File: src/rtl/pipe_skid_reg.sv
// Two-entry (main + skid) valid/ready pipeline register with a fully registered in_ready.
// Optional flush input enabled by defining PIPE_SKID_REG_FLUSH_EN.
package constants;
    localparam int WORD_LENGTH = 32;
endpackage

module pipe_skid_reg #(
    parameter int n = constants::WORD_LENGTH
) (
    input  logic         clk,
    input  logic         rst,
`ifdef PIPE_SKID_REG_FLUSH_EN
    input  logic         flush,
`endif
    input  logic         in_valid,
    input  logic [n-1:0] in_data,
    output logic         in_ready,
    output logic         out_valid,
    output logic [n-1:0] out_data,
    input  logic         out_ready
);

    // Handshake: a beat transfers on a port in any cycle where valid and ready are both
    // high at posedge clk; a producer holds valid/data until that happens.

    // State bits are {main_v, skid_v}; skid_v without main_v is the unreachable encoding.
    typedef enum logic [1:0] {
        EMPTY   = 2'b00,
        ILLEGAL = 2'b01,
        BUSY    = 2'b10,
        FULL    = 2'b11
    } state_t;

    state_t       state_q, state_d;
    logic [n-1:0] main_q, main_d;
    logic [n-1:0] skid_q, skid_d;
    logic         in_fire;
    logic         out_fire;

    assign in_ready  = ~state_q[0];
    assign out_valid = state_q[1];
    assign out_data  = main_q;

    assign in_fire  = in_valid & in_ready;
    assign out_fire = out_valid & out_ready;

    always_comb begin
        state_d = state_q;
        main_d  = main_q;
        skid_d  = skid_q;
        case (state_q)
            EMPTY: begin
                if (in_fire) begin
                    main_d  = in_data;
                    state_d = BUSY;
                end
            end
            BUSY: begin
                case ({in_fire, out_fire})
                    2'b11: main_d = in_data;
                    2'b10: begin
                        skid_d  = in_data;
                        state_d = FULL;
                    end
                    2'b01: state_d = EMPTY;
                    default: ;
                endcase
            end
            FULL: begin
                if (out_fire) begin
                    main_d  = skid_q;
                    state_d = BUSY;
                end
            end
            default: state_d = EMPTY;
        endcase
`ifdef PIPE_SKID_REG_FLUSH_EN
        // Flush drops occupancy and any beat arriving this cycle; data flops keep their contents.
        if (flush) begin
            state_d = EMPTY;
            main_d  = main_q;
            skid_d  = skid_q;
        end
`endif
    end

    always_ff @(posedge clk) begin
        if (rst) begin
            state_q <= EMPTY;
            main_q  <= '0;
            skid_q  <= '0;
        end else begin
            state_q <= state_d;
            main_q  <= main_d;
            skid_q  <= skid_d;
        end
    end

endmodule

File: config.mk
export PLATFORM = sky130hd
export DESIGN_NAME = pipe_skid_reg
export DESIGN_NICKNAME = d
export VERILOG_FILES = /design/src/rtl/pipe_skid_reg.sv
export SDC_FILE = /design/constraint.sdc
export NUM_CORES = 1
export LEC_CHECK = 0
export BUFFER_PORTS_ARGS = -buffer_cell sky130_fd_sc_hd__buf_2
export CAP_MARGIN = 10
export CELL_PAD_IN_SITES_DETAIL_PLACEMENT = 1
export CELL_PAD_IN_SITES_GLOBAL_PLACEMENT = 2
export CORE_MARGIN = 2
export CORE_UTILIZATION = 32
export DETAILED_ROUTE_END_ITERATION = 8
export PLACE_DENSITY = 0.84
export SKIP_LAST_GASP = 1
export SYNTH_ARGS = -nofsm -noshare
export SYNTH_HDL_FRONTEND = slang
export SYNTH_SLANG_ARGS = --single-unit
File: constraint.sdc
create_clock -name clk -period 1.89 [get_ports clk]
set_input_delay 0.189 -clock clk [delete_from_list [all_inputs] [get_ports clk]]
set_output_delay 0.189 -clock clk [all_outputs]
set_load 0.02 [all_outputs]
=== Word level (Yosys, flattened, before mapping) ===
Cells that the tools add are included.

* Logic and storage cells: 28
* Bits of input ports: 36
* Flip-flop bits (word level): 66
* Output and inout bits: 34

* Reductions and logical operators: 5
* Bitwise gates (word level): 3
* Multiplexer cells: 8
* Equal/unequal tests: 9

{| class="wikitable"
|+ Operators with widths
! operator !! count
|-
| $mux 32 || 3
|-
| $pmux 32 s3 || 1
|-
| $eq 2x2->1 const B || 4
|-
| $pmux 2 s3 || 1
|-
| $mux 2 || 2
|-
| $ne 2x2->1 const B || 2
|-
| $pmux 2 s2 || 1
|-
| $reduce_and 4->1 || 1
|-
| $ne 3x2->1 const B || 1
|-
| $reduce_and 3->1 || 1
|-
| $reduce_bool 3->1 || 1
|-
| $and 1x1->1 || 2
|-
| $eq 2x1->1 const B || 1
|-
| $logic_not 2->1 || 1
|-
| $ne 2x1->1 const B || 1
|-
| $reduce_and 2->1 || 1
|-
| $not 1->1 || 1
|}

=== Longest topological paths before layout ===
Gate-level depths: netlist (run 1).

* Depth after elaboration: 5
* Mapped depth: 8
* Mapped depth without buffers: 6

=== Least setup slack after synthesis (run 1) ===
Ideal clock, no wire load.

* Kind: register to register
* From: reg state_q[1]
* To: reg main_q[10], in the netlist out_data[10]
* Setup slack: 0.045 ns
* Period minus slack after synthesis: 1.845 ns
* Data required time: 1.809 ns
* Path buffers: 2
* Cell stages (with the launch flop): 9
* Arrival: 1.763 ns
* Library setup time: 0.081 ns
* Cells stage by stage: dfxtp_1 -> inv_1 -> ha_1 -> nor2_1 -> a41o_1 -> and2_4 -> buf_6 -> buf_6 -> a211oi_2

* Word-level cells in the longest chain between the ends: 4
* Elaborated cells between the ends (all ways): 11
* Classes of those cells: 6 x eq/ne; 1 x mux; 1 x bitwise; 3 x reduce/logical

{| class="wikitable"
|+ RTL lines
! element !! RTL line !! RTL
|-
| start: declaration || 34 || <nowiki>state_t state_q, state_d;</nowiki>
|-
| start signal: assignment || 93 || <nowiki>state_q <= state_d;</nowiki>
|-
| $and 1x1->1 || 45 || <nowiki>assign out_fire = out_valid & out_ready;</nowiki>
|-
| $eq 2x2->1 || 59 || <nowiki>case ({in_fire, out_fire})</nowiki>
|-
| $ne 2x1->1 (no source line) || n/a ||
|-
| $reduce_and 4->1 (no source line) || n/a ||
|-
| end signal: assignment || 94 || <nowiki>main_q <= main_d;</nowiki>
|-
| end: declaration || 35 || <nowiki>logic [n-1:0] main_q, main_d;</nowiki>
|}

Several ways; a longest one is shown, not always the timed one.
A chain may end at the register's enable or synchronous reset.

=== Worst setup path in the final report (run 1) ===
* From: reg state_q[1]
* To: reg main_q[9], in the netlist out_data[9]

Same word-level chain as after synthesis.

==> results.md, run 1 <==
* Initial DRT Pass Iterations at 4
* Initial antenna violation count at 0
* Number of I/O pins at 70
* Status: finished clean
* Worst R2R Setup Slack at ~0.21 ns
* Port Buf Inserts at 69
* Synthesized area at 2958 um2
* Max-Cap Viols at 0
* Post-synthesis net count at 353
* Fin Clk Skew at 0.008407 ns
* P_int at 3.838 mW
* Core area at 9109 um2
* Total die area at about 10000 um2
* Share of post-route cells with drive strength above 1 at 34.81%
* Max-slew violations at 0
* Setup Crit Path Kind: reg2reg
* R2R Path Start: state_q[1]
* Clock share of power at 21.5%
* Post-Syn Instances at 312
* Final setup fails at 0
* Initial Util at between 30% and 40%
* R2R Path End: out_data[9]
* HP Class: in2reg
* Initial drt markers at 47
* Biggest fanout along the worst timing path at 16
* RSZ-0062 raised after global routing: false
* YS warnings at 0
* Crit path capture type: register
* Psw at ~2.7 mW
* H-tree depth at 3
* Commonest cells after routing, fill and taps aside: 69 x buf_2, 67 x nand2_1, 66 x a21oi_1, 66 x dfxtp_1, 32 x mux2i_1
* Number of diodes at 0
* Root Buffer: clkbuf_8
* Die width at 100.1 um
* Highest Clock Rate at 0.5968 GHz
* First-pass GRT wire length at between 10000 and 15000 um
* Slew HR at 67.60%
* Part of the power in registers at 31.8%
* Gate power share at 46.7%
* CP Data Required Time at 2.14 ns
* Area Overhead vs Synth at 23.73%
* Vias in the first global route at 2574
* Sum Neg Setup Slack at 0 ns
* Avg WL per Cell at 16.03 um
* Routed vias at 2455
* CTS tree: built
* Core Rows at 35
* Worst vdd ir at 0.6794 mV
* Post-route ant nets at 0
* DRC violations left at 0
* Worst R2R Path Depth at 7
* Clock sink count at 66
* Post-CTS setup buffers at 0
* Clock transition at path regs at approximately 0.07 ns
* CP Launch Type: register
* DP Wirelength at 5183 um
* Cts bufs inserted at 9
* GPL Wtd Cong at 0.8334
* Cell area after placement at 3418 um2
* Sequential area share after synthesis at 44.67%
* CP arrival at between 1.5 and 2 ns
* Gr usage total at between 10% and 20%
* LEAKAGE at 1.397 nW
* Die Span Y at 100.1 um
* Hold Path Origin: in_data[12]
* Max Root-Sink Buffers at 2
* WL final at ~7900 um
* Hold Path End: skid_q[12]
* Vias per cell at 4.950
* Hold-fix buffers, CTS at 0
* Count of different cell masters after synthesis at 22
* Sw Share at 41.54%
* Clock Latency Late Sink at 0.33 ns
* GRT overflow at 0
* Period minus WS final at between 1.5 and 2 ns
* P per Cell Area at ~1800 nW/um2
* Avg Synthesized Cell Area at 9.480 um2
* Seq cells post-synth at 66
* Hold path cells at 3
* Largest net degree at the start of global routing at 33
* Total Nets Final at approximately 420
* Fin area at 3660 um2
* Final Hold Fails at 0
* Commonest non-fill, non-tap cell in the layout: buf_2
* Fin crit share at between 80% and 90%
* Worst-Margin Slew at around 0.5 ns
## power by group through the flow
stage | Combinational (mW) | Sequential [mW] | Clock [mW]
after floorplan | 1.81 | 2.55 | 0
after global placement | 2.98 | 2.12 | 0
after detailed placement | 3.05 | 2.12 | 0
after CTS | 3.06 | 2.10 | 1.45
after global routing | 3.37 | 2.14 | 1.51
final | 3.07 | 2.09 | 1.41
## cell usage after synthesis
cell type | n | area (um2)
nand2_1 | 67 | 251.5
a21oi_1 | 66 | 330.3
dfxtp_1 | 66 | 1321
mux2i_1 | 32 | 320.3
a211oi_2 | 30 | 375.4
buf_2 | 13 | 65.06
clkbuf_1 | 9 | 33.78
ha_1 | 5 | 62.56
buf_6 | 4 | 45.04
inv_1 | 4 | 15.01
a211oi_1 | 3 | 22.52
a41o_1 | 2 | 20.02
buf_1 | 2 | 7.510
a21o_1 | 1 | 7.510
a2bb2oi_4 | 1 | 26.28
and2_0 | 1 | 6.260
and2_4 | 1 | 8.760
nand4b_1 | 1 | 8.760
nor2_1 | 1 | 3.750
nor2b_4 | 1 | 13.76
o21a_1 | 1 | 7.510
o21ai_0 | 1 | 5.000
## worst max-delay path by stage
| stage | slack (ns) | endpoint | cells after the start | from |
|---|---|---|---|---|
| 2_1_floorplan | 0.05 | out_data[10] | 8 | state_q[1] |
| 3_3_place_gp | 0.11 | out_data[5] | 6 | state_q[1] |
| 3_5_place_dp | 0.01 | out_data[5] | 6 | state_q[1] |
| 4_1_cts | 0.01 | out_data[5] | 6 | state_q[1] |
| 5_1_grt | 0.06 | out_data[16] | 7 | state_q[1] |
| 6_report | 0.21 | out_data[9] | 7 | state_q[1] |
## layout make-up
| type | count | area, um2 |
|---|---|---|
| inverters | 4 | 15.01 |
| flip-flops and latches | 66 | 1321 |
| multi-input cells | 215 | 1481 |
| well taps | 111 | 138.9 |
| repair buffers | 84 | 470.5 |
| clock inverters | 6 | 105.1 |
| clock buffers | 10 | 127.6 |
| fillers | 1074 | 5449 |
## repair_timing
item,in CTS,in global routing
endpoints found under the setup margin,0,32
endpoints found under the hold margin,0,0
resized for setup,0,1
## cell families (layout without fill, tap and decap cells)
kind of cell               after synthesis  count (layout)  share of synthesized area (%)
DFF                                     66              66                          44.67
and+or+nand+nor                         72              73                          9.898
buffers and inverters                   32             104                          5.626
adders and majority gates                5               5                          2.115
AOI/OAI and AO/OA                      105             105                          26.86
muxes                                   32              32                          10.83
## layer usage
layer  GRT usage [%]  part of all wire [%]
met3           3.412                   4.4
met5               0                     0
met1           22.01                    47
met2           25.81                    47
met4           5.690                   1.0
## critical path, stage by stage (launching register included)
cell and delay, ns:
dfxtp_1 0.31, buf_4 0.15, ha_1 0.27, nor2_1 0.14, a41o_1 0.17, buf_4 0.24, a21oi_1 0.12, a211oi_2 0.21
## metrics by stage
stage	hold WS [ns]	cells	worst slack (ns)	utilization (%)	power, mW
after floorplan	0.3250	312	0.04536	-	4.357
after global placement	0.4408	479	0.1146	37.53	5.101
after detailed placement	0.4470	479	0.01426	37.53	5.171
after CTS	0.08794	495	0.01387	40.08	6.601
after global routing	0.09398	496	0.06445	40.18	7.013
final	0.1004	496	0.2143	40.18	6.564
## sequential cells by signal (all words and copies together) (netlist names)
register and cells:
out_data 32, skid_q 32, state_q 2
Power figures use the tool's default switching activity.
==> inputs of run 2 (changes only) <==
--- a/config.mk
+++ b/config.mk
@@ -12,6 +12,7 @@
 export CORE_MARGIN = 2
 export CORE_UTILIZATION = 32
 export DETAILED_ROUTE_END_ITERATION = 8
+export MAX_ROUTING_LAYER = met4
 export PLACE_DENSITY = 0.84
 export SKIP_LAST_GASP = 1
 export SYNTH_ARGS = -nofsm -noshare
==> run 2 against run 1 <==
  * Clock power about the same
  * Sequential power about the same
  * Via count unchanged
  * Largest cell class unchanged
  * Critical path type unchanged
  * Non-clock buffer count unchanged
  * Sequential cell count unchanged
  * Largest power group unchanged
==> results.md, run 2 (synthesis gave the netlist of run 1 again) <==
* Number of I/O pins at 70 (unchanged)
* Worst path max stage delay at 0.31 ns (about the same)
* Cts bufs inserted at 9 (unchanged)
* P per Cell Area at 1795 nW/um2 (about the same)
* Total Nets Final at 421 (unchanged)
* LEAKAGE at 1.397 nW (unchanged)
* Clock sink count at 66 (unchanged)
* Commonest cells after routing, fill and taps aside: 69 x buf_2, 67 x nand2_1, 66 x a21oi_1, 66 x dfxtp_1, 32 x mux2i_1
* Fin area at 3660 um2 (unchanged)
* Initial antenna violation count at 0 (unchanged)
* Fin Clk Skew at 0.008737 ns (+0.0003308 ns)
* Final worst slack at 0.2123 ns (-0.001972 ns)
* Cell area after placement at 3418 um2 (unchanged)
* Commonest non-fill, non-tap cell in the layout: buf_2
* Die width at 100.1 um (unchanged)
* Max Root-Sink Buffers at 2 (unchanged)
* Sum Neg Setup Slack at 0 ns (unchanged)
* Clock Latency Late Sink at 0.33 ns (about the same)
* CP Data Required Time at 2.14 ns (about the same)
* Worst path cell trace: buf_4 > ha_1 > nor2_1 > a41o_1 > buf_4 > a21oi_1 > a211oi_2
* Final Hold Fails at 0 (unchanged)
* CP Launch Type: register
* Initial Util at 32.47% (unchanged)
* Routed vias at 2455 (unchanged)
* Vias in the first global route at 2576 (+0.078%)
* Initial DRT Pass Iterations at 4 (unchanged)
* Highest Clock Rate at 0.5961 GHz (-0.12%)
* Initial drt markers at 42 (-11%)
* Share of post-route cells with drive strength above 1 at 34.81% (unchanged)
* CP arrival at 1.93 ns (about the same)
* Core Rows at 35 (unchanged)
* Area Overhead vs Synth at 23.73% (unchanged)
* Biggest fanout along the worst timing path at 16 (unchanged)
* Post-placement setup slack at 0.01426 ns (unchanged)
* Core area at 9109 um2 (unchanged)
* Clock transition at path regs at 0.07 ns (about the same)
* Family with the most delay on the worst path: compound AO/OA/AOI/OAI gates
* Worst R2R Setup Slack at 0.21 ns (about the same)
* Total power at 6.568 mW (about the same)
* Worst-Margin Slew at 0.4804 ns (-0.005666 ns)
* Buffers & Inverters on Critical Path at 2 (unchanged)
* WL final at 7973 um (+0.30%)
* GRT overflow at 0 (unchanged)
* Port Buf Inserts at 69 (unchanged)
* Avg WL per Cell at 16.07 um (+0.30%)
* Top cell by count, worst path: buf_4
* Setup Crit Path Kind: reg2reg
* DP Wirelength at 5183 um (unchanged)
* Crit path capture type: register
* HP Class: in2reg
* CTS tree: built
* DRC violations left at 0 (unchanged)
* Post-route ant nets at 0 (unchanged)
* Max-slew violations at 0 (unchanged)
* Slew HR at 67.97% (+0.38 points)
* Root Buffer: clkbuf_8
* First-pass GRT wire length at 12820 um (+0.11%)
* Period minus WS final at 1.678 ns (+0.001972 ns)
* Hold-fix buffers, CTS at 0 (unchanged)
* Final setup fails at 0 (unchanged)
* Max-Cap Viols at 0 (unchanged)
* Gr usage total at 16.80% (+0.52 points)
* Die Span Y at 100.1 um (unchanged)
* Fin crit share at 88.77% (+0.10 points)
* Vias per cell at 4.950 (unchanged)
* Hold WS at 0.1012 ns (+0.0007430 ns)
* Total die area at 10030 um2 (unchanged)
* Worst vdd ir at 0.6802 mV (+0.11%)
* Critical Path Slowest Stage Cell: dfxtp_1
* RSZ-0062 raised after global routing: false
* GPL Wtd Cong at 0.8462 (+1.5%)
* Status: finished clean
* Number of diodes at 0 (unchanged)
* H-tree depth at 3 (unchanged)
* Largest net degree at the start of global routing at 33 (unchanged)
## run 2: worst reg2reg max path, delay by kind of cell, from the launching register on
family / cells / cell delay [ns]
compound gates: 3 / 0.50
buf+inv: 2 / 0.39
flops: 1 / 0.31
fa+ha+maj: 1 / 0.27
simple gates: 1 / 0.14
## run 2: final cells by class
cell class	count	area, um2
well taps	111	138.9
clock inverters	6	105.1
repair buffers	84	470.5
flip-flops and latches	66	1321
inverters	4	15.01
multi-input cells	215	1481
clock buffers	10	127.6
fillers	1074	5449
## run 2: routing by layer
layer / track usage, % / routed length, um
met1: 22.27 / 3849
met2: 25.81 / 3752
met3: 3.203 / 304
met4: 5.690 / 67
met5: - / 0
## run 2: per-stage QoR
stage	utilization [%]	cells
after floorplan	-	312
after CTS	40.08	495
after global placement	37.53	479
after detailed placement	37.53	479
final	40.18	496
after global routing	40.18	496
## run 2: what timing repair did
item	in CTS	in global routing
setup buffers	0	0
gates resized for setup	0	1
setup endpoints to repair	0	32
## run 2: final timing paths
kind | start | depth (start not counted) | end
setup / recovery | state_q[1] | 7 | out_data[9]
hold reg to reg | skid_q[14] | 2 | skid_q[14]
hold / removal | in_data[12] | 3 | skid_q[12]
setup reg to reg | state_q[1] | 7 | out_data[9]
## run 2: power by group
part / switching, mW / total, mW / internal (mW)
logic: 1.95 / 3.07 / 1.12
clock network: 0.540 / 1.41 / 0.871
registers: 0.240 / 2.09 / 1.85
